==> src/rtl/up_counter_4bit_pkg.sv <==
// Shared defaults and helpers for the up counter.
// Load values above the terminal value are clamped to it.
package up_counter_4bit_pkg;

  localparam int unsigned WIDTH_DEF = 4;
  localparam int unsigned MAX_DEF   = 15;

  function automatic logic [31:0] clamp_max(
    input logic [31:0] v,
    input logic [31:0] m
  );
    return (v > m) ? m : v;
  endfunction

endpackage

==> src/rtl/up_counter_4bit_add_one.sv <==
// Combinational incrementer with carry-out.
// Fed from the count register in the top level.
module up_counter_4bit_add_one #(
  parameter int unsigned WIDTH = 4
) (
  input  logic [WIDTH-1:0] i,
  output logic [WIDTH-1:0] o,
  output logic             co
);

  assign {co, o} = {1'b0, i} + {{WIDTH{1'b0}}, 1'b1};

endmodule

==> src/rtl/up_counter_4bit.sv <==
// Modulo-(MAX+1) up counter with load, terminal count,
// registered wrap pulse and sticky overflow flag.
module up_counter_4bit
  import up_counter_4bit_pkg::*;
#(
  parameter int unsigned WIDTH = WIDTH_DEF,
  parameter int unsigned MAX   = MAX_DEF
) (
  input  logic             clk,
  input  logic             set,
  input  logic             en,
  input  logic             load,
  input  logic [WIDTH-1:0] d,
  input  logic             clr_ovf,
  output logic [WIDTH-1:0] o,
  output logic             tc,
  output logic             wrap,
  output logic             ovf
);

  localparam logic [WIDTH-1:0] MAX_W = WIDTH'(MAX);

  logic [WIDTH-1:0] cnt_q;
  logic [WIDTH-1:0] cnt_n;
  logic [WIDTH-1:0] inc;
  logic [WIDTH-1:0] ld_val;
  logic             inc_co;
  logic             at_max;
  logic             roll;
  logic             wrap_q;
  logic             wrap_n;
  logic             ovf_q;
  logic             ovf_n;
  logic             do_load;
  logic             do_cnt;
  logic             do_hold;

  up_counter_4bit_add_one #(
    .WIDTH(WIDTH)
  ) u_add_one (
    .i (cnt_q),
    .o (inc),
    .co(inc_co)
  );

  assign ld_val = WIDTH'(clamp_max(32'(d), 32'(MAX)));

  // carry-out only fires at all-ones, which can only be MAX
  assign at_max = (cnt_q == MAX_W);
  assign roll   = at_max | inc_co;

  assign do_load = load;
  assign do_cnt  = ~load & en;
  assign do_hold = ~load & ~en;

  always_comb begin
    cnt_n  = cnt_q;
    wrap_n = 1'b0;
    ovf_n  = ovf_q & ~clr_ovf;
    unique case (1'b1)
      do_load: cnt_n = ld_val;
      do_cnt: begin
        if (roll) begin
          cnt_n  = '0;
          wrap_n = 1'b1;
          ovf_n  = 1'b1;
        end else begin
          cnt_n  = inc;
        end
      end
      do_hold: cnt_n = cnt_q;
      default: cnt_n = cnt_q;
    endcase
  end

  always_ff @(posedge clk) begin
    if (set) begin
      cnt_q  <= '0;
      wrap_q <= 1'b0;
      ovf_q  <= 1'b0;
    end else begin
      cnt_q  <= cnt_n;
      wrap_q <= wrap_n;
      ovf_q  <= ovf_n;
    end
  end

  assign o    = cnt_q;
  assign tc   = at_max & en;
  assign wrap = wrap_q;
  assign ovf  = ovf_q;

endmodule

==> config.mk <==
export PLATFORM = sky130hd
export DESIGN_NAME = up_counter_4bit
export DESIGN_NICKNAME = d
export VERILOG_FILES = /design/src/rtl/up_counter_4bit_pkg.sv /design/src/rtl/up_counter_4bit_add_one.sv /design/src/rtl/up_counter_4bit.sv
export SDC_FILE = /design/constraint.sdc
export NUM_CORES = 1
export LEC_CHECK = 0
export ABC_CLOCK_PERIOD_IN_PS = 2000
export CORE_AREA = 2 2 39 41
export CTS_BUF_LIST = sky130_fd_sc_hd__clkbuf_4
export DETAILED_ROUTE_END_ITERATION = 8
export DIE_AREA = 0 0 41 43
export PLACE_DENSITY = 0.47
export SYNTH_ARGS = -nofsm -noshare
export SYNTH_HDL_FRONTEND = slang
export SYNTH_SLANG_ARGS = --single-unit
==> constraint.sdc <==
create_clock -name clk -period 2 [get_ports clk]
set_clock_uncertainty 0.1 [all_clocks]
set_input_delay 0.3 -clock clk [delete_from_list [all_inputs] [get_ports clk]]
set_output_delay 0.3 -clock clk [all_outputs]
set_load 0.02 [all_outputs]
==> results.md, run 1 <==
* Total wire length at 743 um
* Min Tclk post-route at 1.89 ns
* Sequential area share after synthesis at 41.2%
* Worst setup margin at 0.106 ns
* Synth Instances at 33
* Via count at 315
* Worst Hold Class: flip-flop to flip-flop
* CP arrival at 1.49 ns
* Synth Area in Simple Gates at 24.0%
* Worst-path fanout max at 5
* CTS H-tree lvls at 1
* # diodes at 0
* Least-Margin Pin Slew at 0.219 ns
* TritonCTS Buffers at 3
* Main combinational cell family by area after synthesis: simple AND/OR/NAND/NOR gates
* Clk_lat worst skew at 0.25 ns
* Boundary Pins at 16
* Core area at 1380 um2
* RSZ-0062 raised after global routing: false
* R2R Path End: o[0]$_SDFFE_PP0P_
* Syn Nets at 43
* Routed Antenna Nets at 0
* Gpl congestion at 0.718
* First-pass GRT wire length at 1140 um
* Setup TNS at 0 ns
* Req. time, crit path at 1.60 ns
* CP max stage delay at 0.34 ns
* CP max-delay cell: dfxtp_1
* Avg Cell Area, Syn at 8.83 um2
* Hold Path End: ovf$_SDFF_PP0_
* Synth Area in Adders at 4.29%
* Fin crit share at 94.7%
* Iter 0 DRT Violations at 8
* GR Util All Layers at 10.4%
* Die Span X at 41 um
* Clock Pin Slew Worst Setup and Hold Paths at 0.05 ns
* Number of buffers added on ports at 15
* Commonest cells after routing, fill and taps aside: 14 x clkdlybuf4s50_1, 6 x dfxtp_1, 5 x buf_4
* Initial antenna violation count at 0
* Row cnt at 14
* Worst Reg2Reg Path Length in Cells at 5
* Final Setup Violations at 0
* Pre-antenna DRT Iters at 4
* Hold_sp: ovf$_SDFF_PP0_
* CP Buf/Inv Count at 1
* Post-Route Utilization at 37.6%
* Leak Pwr at 0.220 nW
* Vias in the first global route at 255
* Final-layout fill cell count at 145
* Syn Std Cell Area at 292 um2
* Mux contribution to synthesized area at 3.86%
* Dpl ws at 0.109 ns
* Max VDD drop at 0.290 mV
* Clk buf depth at 2
* Commonest non-fill, non-tap cell in the layout: clkdlybuf4s50_1
* Compound-Gate Fraction of Synth Area at 16.7%
* Area Growth Syn to Fin at 78.5%
* Number of distinct library cells after synthesis at 19
* Placed Cells at 69
* Fin. Hold Viols at 0
* Cell count of the worst hold path at 2
* Max-cap viol count at 0
* Post-Layout Cell Count at 72
* Layout Nets at 68
* Xor/xnor share of the synthesized area at 6.01%
* Die Area at 1760 um2
* Largest net degree at the start of global routing at 7
* CP Cell Sequence: ha_1, and3_1, and2_2, dlygate4sd2_1
* Max-slew violations at 0
* Critical Path End Type: primary output
* Post-DP HPWL at 569 um
* Root Driver: clkbuf_4
* Share of layout cells above drive strength 1 at 21.4%
* GR Overflow Total at 0
* Drt wl/cell at 10.3 um
* Setup slack, reg-to-reg at 0.39 ns
* CP startpoint kind: flip-flop
* Remaining DRCs at 0
* DR vias/cell at 4.38
* Max Clock Freq at 528 MHz
* Setup CP Type: flip-flop to primary output
* Relative slew margins at 85.4%
* Initial Util at 21.1%
* Status: complete, no violations
* Top delay family on crit path: simple AND/OR/NAND/NOR gates
* Pwr/cell area at 596 nW/um2
* Total clock sinks at 6
* CTS tree: done
* Total of flip-flops plus latches after synthesis at 6
* RR Startpoint: o[0]$_SDFFE_PP0P_
* Die H at 43 um
* Yosys warns at 0
## cells by family (layout without fill, tap and decap cells)
| logic type | count (synthesis) | count (layout) |
|---|---|---|
| mux | 1 | 1 |
| buf+inv | 3 | 26 |
| flops | 6 | 6 |
| compound gates | 7 | 7 |
| simple gates | 13 | 13 |
| xor+xnor | 2 | 2 |
| fa+ha+maj | 1 | 1 |
## Yosys cell counts
master,count,share of area [%]
a211oi_1,1,2.6
a21oi_1,4,6.9
a221oi_1,1,3.0
and2_2,1,2.6
and3_1,1,2.1
dfxtp_1,6,41
ha_1,1,4.3
inv_1,2,2.6
inv_2,1,1.3
mux2_2,1,3.9
nand2_1,3,3.9
nand2b_1,1,2.1
nand3_1,2,3.4
nor2_1,2,2.6
nor3b_1,1,2.6
o22ai_2,1,4.3
or3_1,1,2.1
or4_1,1,2.6
xor2_1,2,6.0
## worst register-to-register path: cells and delay by family (launching register included)
kind | cells | cell delay [ns]
flops | 1 | 0.34
fa+ha+maj | 1 | 0.22
simple gates | 2 | 0.49
buf+inv | 1 | 0.14
compound gates | 1 | 0.23
## metal layers
layer,vias up,share of wire [%],GRT usage [%]
met1,135,47,13.9
met3,2,9.4,8.38
li1,164,-,-
met2,14,41,10.9
met4,0,2.3,6.00
met5,-,0,0
## through the flow
stage / power (mW) / hold slack [ns] / instance area (um2)
after floorplan: 0.159 / 0.269 / 292
after global placement: 0.201 / 0.362 / 499
after detailed placement: 0.200 / 0.364 / 499
after CTS: 0.315 / 0.373 / 520
after global routing: 0.328 / 0.385 / 520
final: 0.310 / 0.372 / 520
## state kept, by name (all words and copies together) (netlist names)
signal / flops
ovf: 1
o: 4
wrap: 1
## power breakdown
part / total, mW / switching, mW / leakage [nW] / internal [mW]
Clock: 0.112 / 0.0445 / 0.0138 / 0.0679
Sequential: 0.131 / 0.00550 / 0.0493 / 0.126
Combinational: 0.0664 / 0.0267 / 0.157 / 0.0396
## worst max path at each step
stage	startpoint	to	cells past startpoint
after floorplan	o[0]$_SDFFE_PP0P_	o[0]$_SDFFE_PP0P_	4
after global routing	o[0]$_SDFFE_PP0P_	tc	4
after detailed placement	en	tc	3
after global placement	en	tc	3
after CTS	o[0]$_SDFFE_PP0P_	tc	4
final	o[0]$_SDFFE_PP0P_	tc	4
## what timing repair did
item | CTS | global route
hold buffers | 0 | 0
setup buffers | 0 | 0
resized for setup | 1 | 0
endpoints found under the setup margin | 1 | 0
## layout make-up
class,count,area [um2],area share [%]
repair buffers,20,186,35.8
multi-input cells,24,160,30.8
flip-flops and latches,6,120,23.1
clock buffers,3,22.5,4.33
well taps,16,20.0,3.85
inverters,3,11.3,2.16
Note: power is estimated with default switching activity, not from simulation.
==> run 2, diff against run 1 <==
Settings changed: CORE_AREA 2 2 39 41 to 3 3 40 42, DIE_AREA 0 0 41 43 to 0 0 43 45.
==> run 2 against run 1 <==
Against the previous run:
- register-to-register slack improved by 0.12 ns
- core utilization grew 1.2 points
- clock power hardly changed
- first-iteration DRC count shrank 88%
- largest cell class unchanged
- highest routed layer is now met3
==> results.md, run 2 (synthesis results as in run 1) <==
* Status: complete, no violations
* GR Util All Layers at 8.66% (-1.7 points)
* Die Area at 1940 um2 (+9.8%)
* Total Power at 0.305 mW (-1.5%)
* Commonest non-fill, non-tap cell in the layout: clkdlybuf4s50_1
* Max VDD drop at 0.293 mV (+1.1%)
* Clk buf depth at 2 (unchanged)
* Post-DP HPWL at 581 um (+2.1%)
* Initial antenna violation count at 0 (unchanged)
* CTS tree: done
* First-pass GRT wire length at 1160 um (+1.8%)
* Number of buffers added on ports at 15 (unchanged)
* TritonCTS Buffers at 3 (unchanged)
* Fin. Hold Viols at 0 (unchanged)
* Multi-input logic area at 160 um2 (unchanged)
* Boundary Pins at 16 (unchanged)
* Area Growth Syn to Fin at 71.2%
* Die Span X at 43 um (+4.9%)
* Worst Reg2Reg Path Length in Cells at 4 (-1)
* Worst setup margin at 0.141 ns (+0.0353 ns)
* Dpl ws at 0.0761 ns (-0.0328 ns)
* Total wire length at 755 um (+1.6%)
* Min Tclk post-route at 1.86 ns (-0.0353 ns)
* R2R Path End: o[0]$_SDFFE_PP0P_
* Largest net degree at the start of global routing at 8 (+1)
* Post-Layout Cell Count at 68 (-5.6%)
* Final Setup Violations at 0 (unchanged)
* RR Startpoint: o[0]$_SDFFE_PP0P_
* Pre-antenna DRT Iters at 3 (-1)
* Max Clock Freq at 538 MHz (+1.9%)
* Setup TNS at 0 ns (unchanged)
* Initial Util at 22.7% (+1.6 points)
* Gpl congestion at 0.746 (+3.9%)
* Total clock sinks at 6 (unchanged)
* CP Cell Sequence: ha_1, and3_1, and2_2, clkdlybuf4s15_1
* Via count at 298 (-5.4%)
* Hold Path End: ovf$_SDFF_PP0_
* Worst-path fanout max at 5 (unchanged)
* Max-slew violations at 0 (unchanged)
* Req. time, crit path at 1.60 ns (about the same)
* Clk_lat worst skew at 0.24 ns (about the same)
* # diodes at 0 (unchanged)
* Register area at 121 um2 (+1.0%)
* DR vias/cell at 4.38 (+0.17%)
* Placed Cells at 65 (-5.8%)
* Root Driver: clkbuf_4
* Cell count of the worst hold path at 2 (unchanged)
* Pwr/cell area at 612 nW/um2 (+2.7%)
* Commonest cells after routing, fill and taps aside: 14 x clkdlybuf4s50_1, 5 x dfxtp_1, 4 x a21oi_1
* Hold_sp: ovf$_SDFF_PP0_
* Max FFs per register at 4 (unchanged)
* Relative slew margins at 83.9% (-1.4 points)
* GR Overflow Total at 0 (unchanged)
* Max-cap viol count at 0 (unchanged)
* Core area at 1280 um2 (-7.1%)
* Hold buffer count at cts at 0 (unchanged)
* CP arrival at 1.46 ns (-0.03 ns)
* Postcts setup bufs at 0 (unchanged)
* Clock Pin Slew Worst Setup and Hold Paths at 0.05 ns (about the same)
* Vias in the first global route at 253 (-0.78%)
* Routed Antenna Nets at 0 (unchanged)
* CTS H-tree lvls at 1 (unchanged)
* RSZ-0062 raised after global routing: false
* Setup CP Type: flip-flop to primary output
* Row cnt at 13 (-1)
* Drt wl/cell at 11.1 um (+7.6%)
* Worst Hold Class: flip-flop to flip-flop
* Iter 0 DRT Violations at 1 (-7)
* Setup slack, reg-to-reg at 0.51 ns (+0.12 ns)
* Critical Path End Type: primary output
* Layout Nets at 65 (-4.4%)
* Die H at 45 um (+4.7%)
* Final-layout fill cell count at 142 (-2.1%)
* CP max-delay cell: dfxtp_2
* Leak Pwr at 0.201 nW (-8.6%)
* Least-Margin Pin Slew at 0.240 ns (+0.0213 ns)
* Share of layout cells above drive strength 1 at 18.9% (-2.6 points)
* CP max stage delay at 0.34 ns (about the same)
* CP startpoint kind: flip-flop
* Fin crit share at 93.0% (-1.8 points)
* Remaining DRCs at 0 (unchanged)
==> run 2: per-stage QoR <==
| stage | hold WS, ns | util, % | cell area, um2 |
|---|---|---|---|
| detailed placement | 0.369 | 37.0 | 475 |
| global route | 0.406 | 38.9 | 499 |
| floorplan | 0.269 | - | 292 |
| global placement | 0.360 | 37.0 | 475 |
| CTS | 0.376 | 38.7 | 497 |
| finish | 0.370 | 38.9 | 499 |
==> run 2: repair_timing <==
action | 4_1_cts | 5_1_grt
gates cloned | 0 | 0
gates resized for setup | 1 | 2
setup endpoints to repair | 1 | 1
==> run 2: routing by layer <==
metal | vias up | part of all wire (%) | track usage, %
li1 | 157 | - | -
met1 | 129 | 45 | 9.88
met2 | 12 | 43 | 11.4
met3 | 0 | 12 | 5.18
met4 | 0 | 0 | 7.23
met5 | - | 0 | 0
==> run 2: cell type report <==
type	count	share of cell area (%)
repair buffers	17	33.1
multi-input cells	24	32.1
flip-flops and latches	6	24.3
clock buffers	3	4.51
well taps	15	3.76
inverters	3	2.26
==> run 2: worst max-delay path by stage <==
| stage | from | to | depth (start not counted) |
|---|---|---|---|
| after floorplan | o[0]$_SDFFE_PP0P_ | o[0]$_SDFFE_PP0P_ | 4 |
| after global placement | en | tc | 3 |
| after detailed placement | o[0]$_SDFFE_PP0P_ | tc | 4 |
| after CTS | o[0]$_SDFFE_PP0P_ | tc | 4 |
| after global routing | o[0]$_SDFFE_PP0P_ | tc | 4 |
| final | o[0]$_SDFFE_PP0P_ | tc | 4 |
==> run 2: report_power, final <==
part	internal (mW)	switching (mW)	leakage [nW]
registers	0.126	0.00699	0.0495
clock network	0.0677	0.0416	0.0138
logic	0.0371	0.0257	0.138
==> run 2: worst max-delay path: cells and delay by family, from the launching register on <==
family	cells	cell delay, ns
buffers and inverters	1	0.28
flip-flops	1	0.34
adder cells (fa/ha/maj)	1	0.21
AND/OR/NAND/NOR	2	0.39
